`config.mk`:
```
export PLATFORM = sky130hd
export DESIGN_NAME = sensor_stim
export DESIGN_NICKNAME = d
export VERILOG_FILES = /design/src/rtl/sensor_pkg.sv /design/src/rtl/dwell_timer.sv /design/src/rtl/sensor_stim.sv
export SDC_FILE = /design/constraint.sdc
export NUM_CORES = 1
export LEC_CHECK = 0
export BUFFER_PORTS_ARGS = -buffer_cell sky130_fd_sc_hd__buf_4
export CORE_MARGIN = 4
export CORE_UTILIZATION = 60
export CTS_BUF_LIST = sky130_fd_sc_hd__clkbuf_4
export DETAILED_ROUTE_END_ITERATION = 8
export GPL_TIMING_DRIVEN = 0
export PLACE_DENSITY_LB_ADDON = 0.05
export SYNTH_ARGS = -nofsm -noshare
export SYNTH_HDL_FRONTEND = slang
export SYNTH_SLANG_ARGS = --single-unit
```
`constraint.sdc`:
```
create_clock -name clk -period 5.2 [get_ports clk]
set_clock_uncertainty 0.1 [all_clocks]
set_input_delay 0.52 -clock clk [delete_from_list [all_inputs] [get_ports clk]]
set_output_delay 0.52 -clock clk [all_outputs]
set_load 0.05 [all_outputs]
```
`src/rtl/sensor_pkg.sv`:
```
// Shared types and constants for the sensor stimulus generator: FSM state
// encoding, pattern/sensor sizing and the reference detector equation.
package sensor_pkg;

    localparam int NUM_PATTERNS = 16;
    localparam int SENSOR_W     = 4;
    localparam int ERR_W        = 5;
    localparam int DWELL_W      = 8;

    typedef enum logic [1:0] {
        IDLE   = 2'd0,
        DRIVE  = 2'd1,
        FINISH = 2'd2
    } state_t;

    // Error flag a correct detector must raise for a given sensor pattern.
    function automatic logic expected_error(input logic [SENSOR_W-1:0] s);
        return s[0] | (s[1] & (s[2] | s[3]));
    endfunction

endpackage

```
`src/rtl/dwell_timer.sv`:
```
// Dwell counter: counts 0..DWELL-1 while enabled and flags the last cycle
// of each hold period on tc.
module dwell_timer
    import sensor_pkg::*;
#(
    parameter int DWELL = 4
) (
    input  logic clk,
    input  logic rst,
    input  logic clear,
    input  logic enable,
    output logic tc
);

    logic [DWELL_W-1:0] count;

    assign tc = (count == DWELL_W'(DWELL - 1));

    // NOTE: clocked state uses non-blocking assignments so every flop
    // samples the pre-edge values, independent of statement order.
    always_ff @(posedge clk) begin
        if (rst || clear) begin
            count <= '0;
        end else if (enable) begin
            count <= tc ? '0 : count + 1'b1;
        end
    end

endmodule

```
`src/rtl/sensor_stim.sv`:
```
// Sweeps all 16 sensor patterns into a detector, holding each for DWELL
// cycles and counting error_in responses. Optional self-check: SENSOR_STIM_SELFCHECK_EN.
module sensor_stim
    import sensor_pkg::*;
#(
    parameter int DWELL = 4
) (
    input  logic                clk,
    input  logic                rst,
    input  logic                start,
    input  logic                error_in,
    output logic [SENSOR_W-1:0] sensors,
    output logic                busy,
    output logic                done,
    output logic [ERR_W-1:0]    err_count,
    output logic                mismatch
);

    state_t              state, state_next;
    logic [SENSOR_W-1:0] pattern, pattern_next;
    logic [ERR_W-1:0]    err_count_next;
    logic                dwell_tc;
    logic                sample;

    dwell_timer #(.DWELL(DWELL)) u_dwell (
        .clk    (clk),
        .rst    (rst),
        .clear  (state != DRIVE),
        .enable (state == DRIVE),
        .tc     (dwell_tc)
    );

    // A pattern is scored on the last cycle of its dwell period.
    assign sample = (state == DRIVE) && dwell_tc;

    always_comb begin
        // NOTE: every signal gets a default before the case so no path
        // leaves it unassigned, which would otherwise infer a latch.
        state_next     = state;
        pattern_next   = pattern;
        err_count_next = err_count;
        unique case (state)
            IDLE: begin
                if (start) begin
                    state_next     = DRIVE;
                    pattern_next   = '0;
                    err_count_next = '0;
                end
            end
            DRIVE: begin
                if (sample) begin
                    if (error_in && (err_count != ERR_W'(NUM_PATTERNS))) begin
                        err_count_next = err_count + 1'b1;
                    end
                    if (pattern == SENSOR_W'(NUM_PATTERNS - 1)) begin
                        state_next = FINISH;
                    end else begin
                        pattern_next = pattern + 1'b1;
                    end
                end
            end
            FINISH:  state_next = IDLE;
            default: state_next = IDLE;
        endcase
    end

    // Outputs are registered from the next-state values so they line up
    // with the state they describe and never see error_in or start directly.
    always_ff @(posedge clk) begin
        if (rst) begin
            state     <= IDLE;
            pattern   <= '0;
            err_count <= '0;
            sensors   <= '0;
            busy      <= 1'b0;
            done      <= 1'b0;
        end else begin
            state     <= state_next;
            pattern   <= pattern_next;
            err_count <= err_count_next;
            sensors   <= (state_next == DRIVE) ? pattern_next : '0;
            busy      <= (state_next == DRIVE);
            done      <= (state_next == FINISH);
        end
    end

`ifdef SENSOR_STIM_SELFCHECK_EN
    always_ff @(posedge clk) begin
        if (rst) begin
            mismatch <= 1'b0;
        end else if ((state == IDLE) && start) begin
            mismatch <= 1'b0;
        end else if (sample && (error_in != expected_error(pattern))) begin
            mismatch <= 1'b1;
        end
    end
`else
    assign mismatch = 1'b0;
`endif

endmodule

```
# Word level (Yosys, flattened, before mapping)
# Index checks and enable logic that the tools add are counted.
dict set report totals {
  reg_bits 25
  latchBits 0
  ram_bits 0
  inputBits 4
  out_inout_bits 12
  n_memories 0
  romBits 0
  wordCells 41
}
dict set report op_classes {
  muxes 13
  mul 0
  addsub 3
  shift 0
  magnitude_cmp 0
  n_reduce_logical 7
  bitwise 1
  div 0
  n_eq_ne 10
}
# op count
set ops {}
lappend ops {{$mux 5} 3}
lappend ops {{$mux 4} 3}
lappend ops {{$pmux 5 s2} 1}
lappend ops {{$add 8x1->8 const B} 1}
lappend ops {{$eq 8x2->1 const B} 1}
lappend ops {{$mux 8} 1}
lappend ops {{$pmux 4 s2} 1}
lappend ops {{$mux 2} 3}
lappend ops {{$ne 2x2->1 const B} 3}
lappend ops {{$add 5x1->5 const B} 1}
lappend ops {{$ne 5x5->1 const B} 1}
lappend ops {{$add 4x1->4 const B} 1}
lappend ops {{$eq 2x1->1 const B} 2}
lappend ops {{$eq 4x4->1 const B} 1}
lappend ops {{$pmux 2 s2} 1}
lappend ops {{$reduce_and 4->1} 1}
lappend ops {{$eq 2x2->1 const B} 1}
lappend ops {{$logic_and 1x1->1} 2}
lappend ops {{$logic_not 2->1} 1}
lappend ops {{$ne 2x1->1 const B} 1}
lappend ops {{$reduce_bool 2->1} 1}
lappend ops {{$reduce_or 2->1} 1}
lappend ops {{$logic_or 1x1->1} 1}
lappend ops {{$not 1->1} 1}

# Depth between registers and ports, before layout
dict set report depth {
  depth_word 7
  mapped_depth 6
  depth_no_buf 6
}

# Cells and area by module
# From an unflattened synthesis, not the netlist that was laid out.
dict set report hier_totals {
  cells_unflattened 133
  area_unflattened_um2 1221.2
}
# module n_inst cells_per_inst area_each_um2
set modules_own_cells {}
lappend modules_own_cells {sensor_stim 1 88 810.8}
lappend modules_own_cells {dwell_timer 1 45 410.4}

# Worst setup path after synthesis
# OpenSTA, ideal clock, no wires.
dict set report synth_timing {
  path_kind {flip-flop to flip-flop}
  from {register err_count[0]}
  to {register err_count[1]}
  setup_time_ps 71
  synth_period_minus_slack_ps 2043
  required_time_ps 5029
  setup_slack_ps 3157
  t_arrival_ps 1872
  stages_incl_launch_ff 7
  path_buffers 0
  cell_sequence {dfxtp_1 -> inv_1 -> ha_1 -> nand4bb_1 -> a31oi_1 -> or4b_1 -> a21oi_1}
}
dict set report synth_via {
  elab_chain_cells 4
}
# element line_no
set synth_lines {}
lappend synth_lines {{start, declared} sensor_stim.sv:15} ;# output logic [ERR_W-1:0] err_count,
lappend synth_lines {{start signal, assigned} sensor_stim.sv:80} ;# err_count <= err_count_next;
lappend synth_lines {{$add 5x1->5 or $ne 5x5->1 (tied branches)} {sensor_stim.sv:53, sensor_stim.sv:52}}
lappend synth_lines {{$mux 5 or $logic_and 1x1->1 (tied branches)} sensor_stim.sv:52} ;# if (error_in && (err_count != ERR_W'(NUM_PATTERNS))) begin
lappend synth_lines {{$mux 5 or $ne 2x2->1 (tied branches)} n/a}
lappend synth_lines {{$pmux 5 s2 or $reduce_and 4->1 (tied branches)} n/a}
# Parallel ways exist; a longest one is shown, timed or not. The select of a mux whose other input is x is not followed.
# A chain may end at the register's enable or synchronous reset.

# Worst setup path after layout
dict set report layout_timing {
  from {register u_dwell.count[0]}
  to {register sensors[3]}
}
dict set report layout_via {
  elab_chain_cells 7
}
# element line_no
set layout_lines {}
lappend layout_lines {{start, declared} dwell_timer.sv:15} ;# logic [DWELL_W-1:0] count;
lappend layout_lines {{start signal, assigned} dwell_timer.sv:25} ;# count <= tc ? '0 : count + 1'b1;
lappend layout_lines {{$eq 8x2->1 (*)} dwell_timer.sv:17} ;# assign tc = (count == DWELL_W'(DWELL - 1));
lappend layout_lines {{$logic_and 1x1->1 (*)} sensor_stim.sv:34} ;# assign sample = (state == DRIVE) && dwell_tc;
lappend layout_lines {{$mux 2} sensor_stim.sv:51} ;# if (sample) begin
lappend layout_lines {{$pmux 2 s2} sensor_stim.sv:42} ;# unique case (state)
lappend layout_lines {{$eq 2x1->1} sensor_stim.sv:81} ;# sensors <= (state_next == DRIVE) ? pattern_next : '0;
lappend layout_lines {{$not 1->1 (no line)} n/a}
lappend layout_lines {{$reduce_or 2->1 (no line)} n/a}
lappend layout_lines {{end signal, assigned} sensor_stim.sv:81}
lappend layout_lines {{end, declared} sensor_stim.sv:12} ;# output logic [SENSOR_W-1:0] sensors,
# Every way passes the cells marked *; elsewhere a longest branch is shown, timed or not.

==> metrics.txt <==
status complete, no violations; count of mapped cells out of synthesis 120; Cell Pwr Density 235 mW/mm^2; Final HPWL DP 1700 um; TritonRoute pass-1 iters 4; count of cell types in the netlist 42; Critical Path Fanout Max 7; fraction of registers with async set/reset 0%; Total Power 0.307 mW; Period Utilization, post-route 41.5%; register bit count reported by yosys 25; worst slew margin relative to its limit 56.9%; Setup crit start kind flop; Routed Wire Length 2270 um; root buffer cell clkbuf_4; Core ar. 0.00176 mm^2; Ys Warns 0; fraction of layout instances using a drive strength above 1 19.6%; worst hold path stage count 3; effective utilization at floorplan 64.8%; kind of capture point of the worst setup path flop; post-layout utilization of the core 74.0%; Clock Latency Late Sink 310 ps; leakage dissipation 0.520 nW; cell area reported after detailed placement 0.00128 mm^2; mean instance size in the synthesized netlist 9.52 um^2; Net count, final 147; average wire per standard cell 13.9 um; DR DRC count 0; hold crit path type in2reg; total non-filler cell area in the finished layout 0.00131 mm^2; commonest cells after routing, fill and taps aside dfxtp_1 (25), buf_4 (15), nor2_1 (11), nand3_1 (9); overall track demand over capacity in global routing 18.2%; Crit path arrival time 2310 ps; input/output buffers 14; max cap viols 0; top-level I/O count 16; overall die area 0.00267 mm^2; synthesized cell area 0.00114 mm^2; floorplan die width 51.6 um; category of the critical setup timing path reg2reg; total clock sinks 25; part of the Yosys area used for sequential elements 43.8%; path depth of the worst reg2reg path 5; Clock Path Buffers 2; setup repair after global routing missed its margin false; setup TNS 0 ps; Setup WS pre-CTS 3100 ps; CTS Buf Count 3; total nets after synthesis 128; Tmin final 2160 ps; GP Congestion 0.908; critical path required time 5350 ps; number of enable flip-flop cells after synthesis 0; layout overhead on the synthesized area 14.3%; final-report setup violation count 0; fmax 463 MHz; Synth Flop Type dfxtp_1; postcts setup bufs 0; number of nets with antenna violations after detailed routing 0; antenna violations before repair 0; height of the die 51.6 um; DRC violation total after the first TritonRoute iteration 26; number of buffers inserted by hold repair at cts 0; final worst setup slack 3040 ps; leading cell type in the layout, fill and taps excluded dfxtp_1; Worst-Margin Slew 643 ps; global-route wire length before repair 3690 um; vias 952; Avg Vias per Cell 5.84; Resized cells post-CTS 0; Std-Cell Rows 15; vias in the first global route 836; Pins Over Slew Limit 0; worst ir drop on vdd 176 uV; final hold violations 0; maximum number of pins on one net before global-route repair 15; register clock-pin slew on the reported worst setup and hold paths 130 ps; number of inserted diodes 0; sum of overflow across all layers after global routing 0; H-tree level count 1; TritonCTS clock tree yes
[registers in the layout (all words and copies together) (netlist names)]
register       flops
busy               1
done               1
err_count          5
sensors            4
pattern            4
u_dwell.count      8
state              2
[final timing paths]
| kind | startpoint | to | slack, ps |
|---|---|---|---|
| max | u_dwell.count[0] | sensors[3] | 3040 |
| min | rst | err_count[2] | 390 |
| max reg2reg | u_dwell.count[0] | sensors[3] | 3040 |
| min reg2reg | u_dwell.count[0] | u_dwell.count[0] | 400 |
[worst max-delay path, stage by stage (launching register included)]
cell and delay (ps):
dfxtp_1 410, ha_1 260, nor4b_4 430, nand2_2 180, or4_1 580, a21oi_1 140
[power breakdown]
| group | switching (mW) | total (mW) | internal, mW |
|---|---|---|---|
| clock | 0.0556 | 0.0843 | 0.0287 |
| sequential | 0.00168 | 0.195 | 0.193 |
| combinational | 0.0186 | 0.0271 | 0.00850 |
[Yosys cell counts (3+ instances only)]
master   instances  area [um^2]
nand2_1          3         11.3
inv_1            4         15.0
nor2_1          11         41.3
dfxtp_1         25          500
mux2i_1          3         30.0
nand4_1          3         18.8
xor2_1           5         43.8
nand3_1          9         45.0
and3_1           4         25.0
ha_1             4         50.1
o21ai_0          3         15.0
or4_1            4         30.0
a21oi_1          5         25.0
[logic make-up after synthesis]
logic type,count (synthesis),share of synthesized area [%]
and+or+nand+nor,53,28.8
DFF,25,43.8
AOI/OAI and AO/OA,21,12.7
buffers and inverters,7,2.74
xor gates and xnor gates,6,4.60
adders and majority gates,4,4.38
muxes,3,2.63
other,1,0.328
[layer usage]
metal,GRT usage [%],up-vias,wire length (um)
met5,0,-,0
met1,22.9,446,1090
met2,29.4,23,1060
li1,-,476,-
met3,3.15,7,76
met4,9.61,0,43
[through the flow]
| stage | hold slack [ps] | std cells |
|---|---|---|
| after floorplan | 337 | 120 |
| after global placement | 364 | 159 |
| after detailed placement | 363 | 159 |
| after CTS | 395 | 163 |
| after global routing | 408 | 163 |
| final | 388 | 163 |
[cell type report]
class | count | area [um^2]
Inverter | 4 | 15.0
Tap cell | 25 | 31.3
Multi-Input combinational cell | 88 | 611
Timing Repair Buffer | 14 | 105
Clock buffer | 3 | 22.5
Fill cell | 138 | 458
Sequential cell | 25 | 500
Buffer | 3 | 16.3
Clock inverter | 1 | 5.00
(Power assumes the default switching activity.)
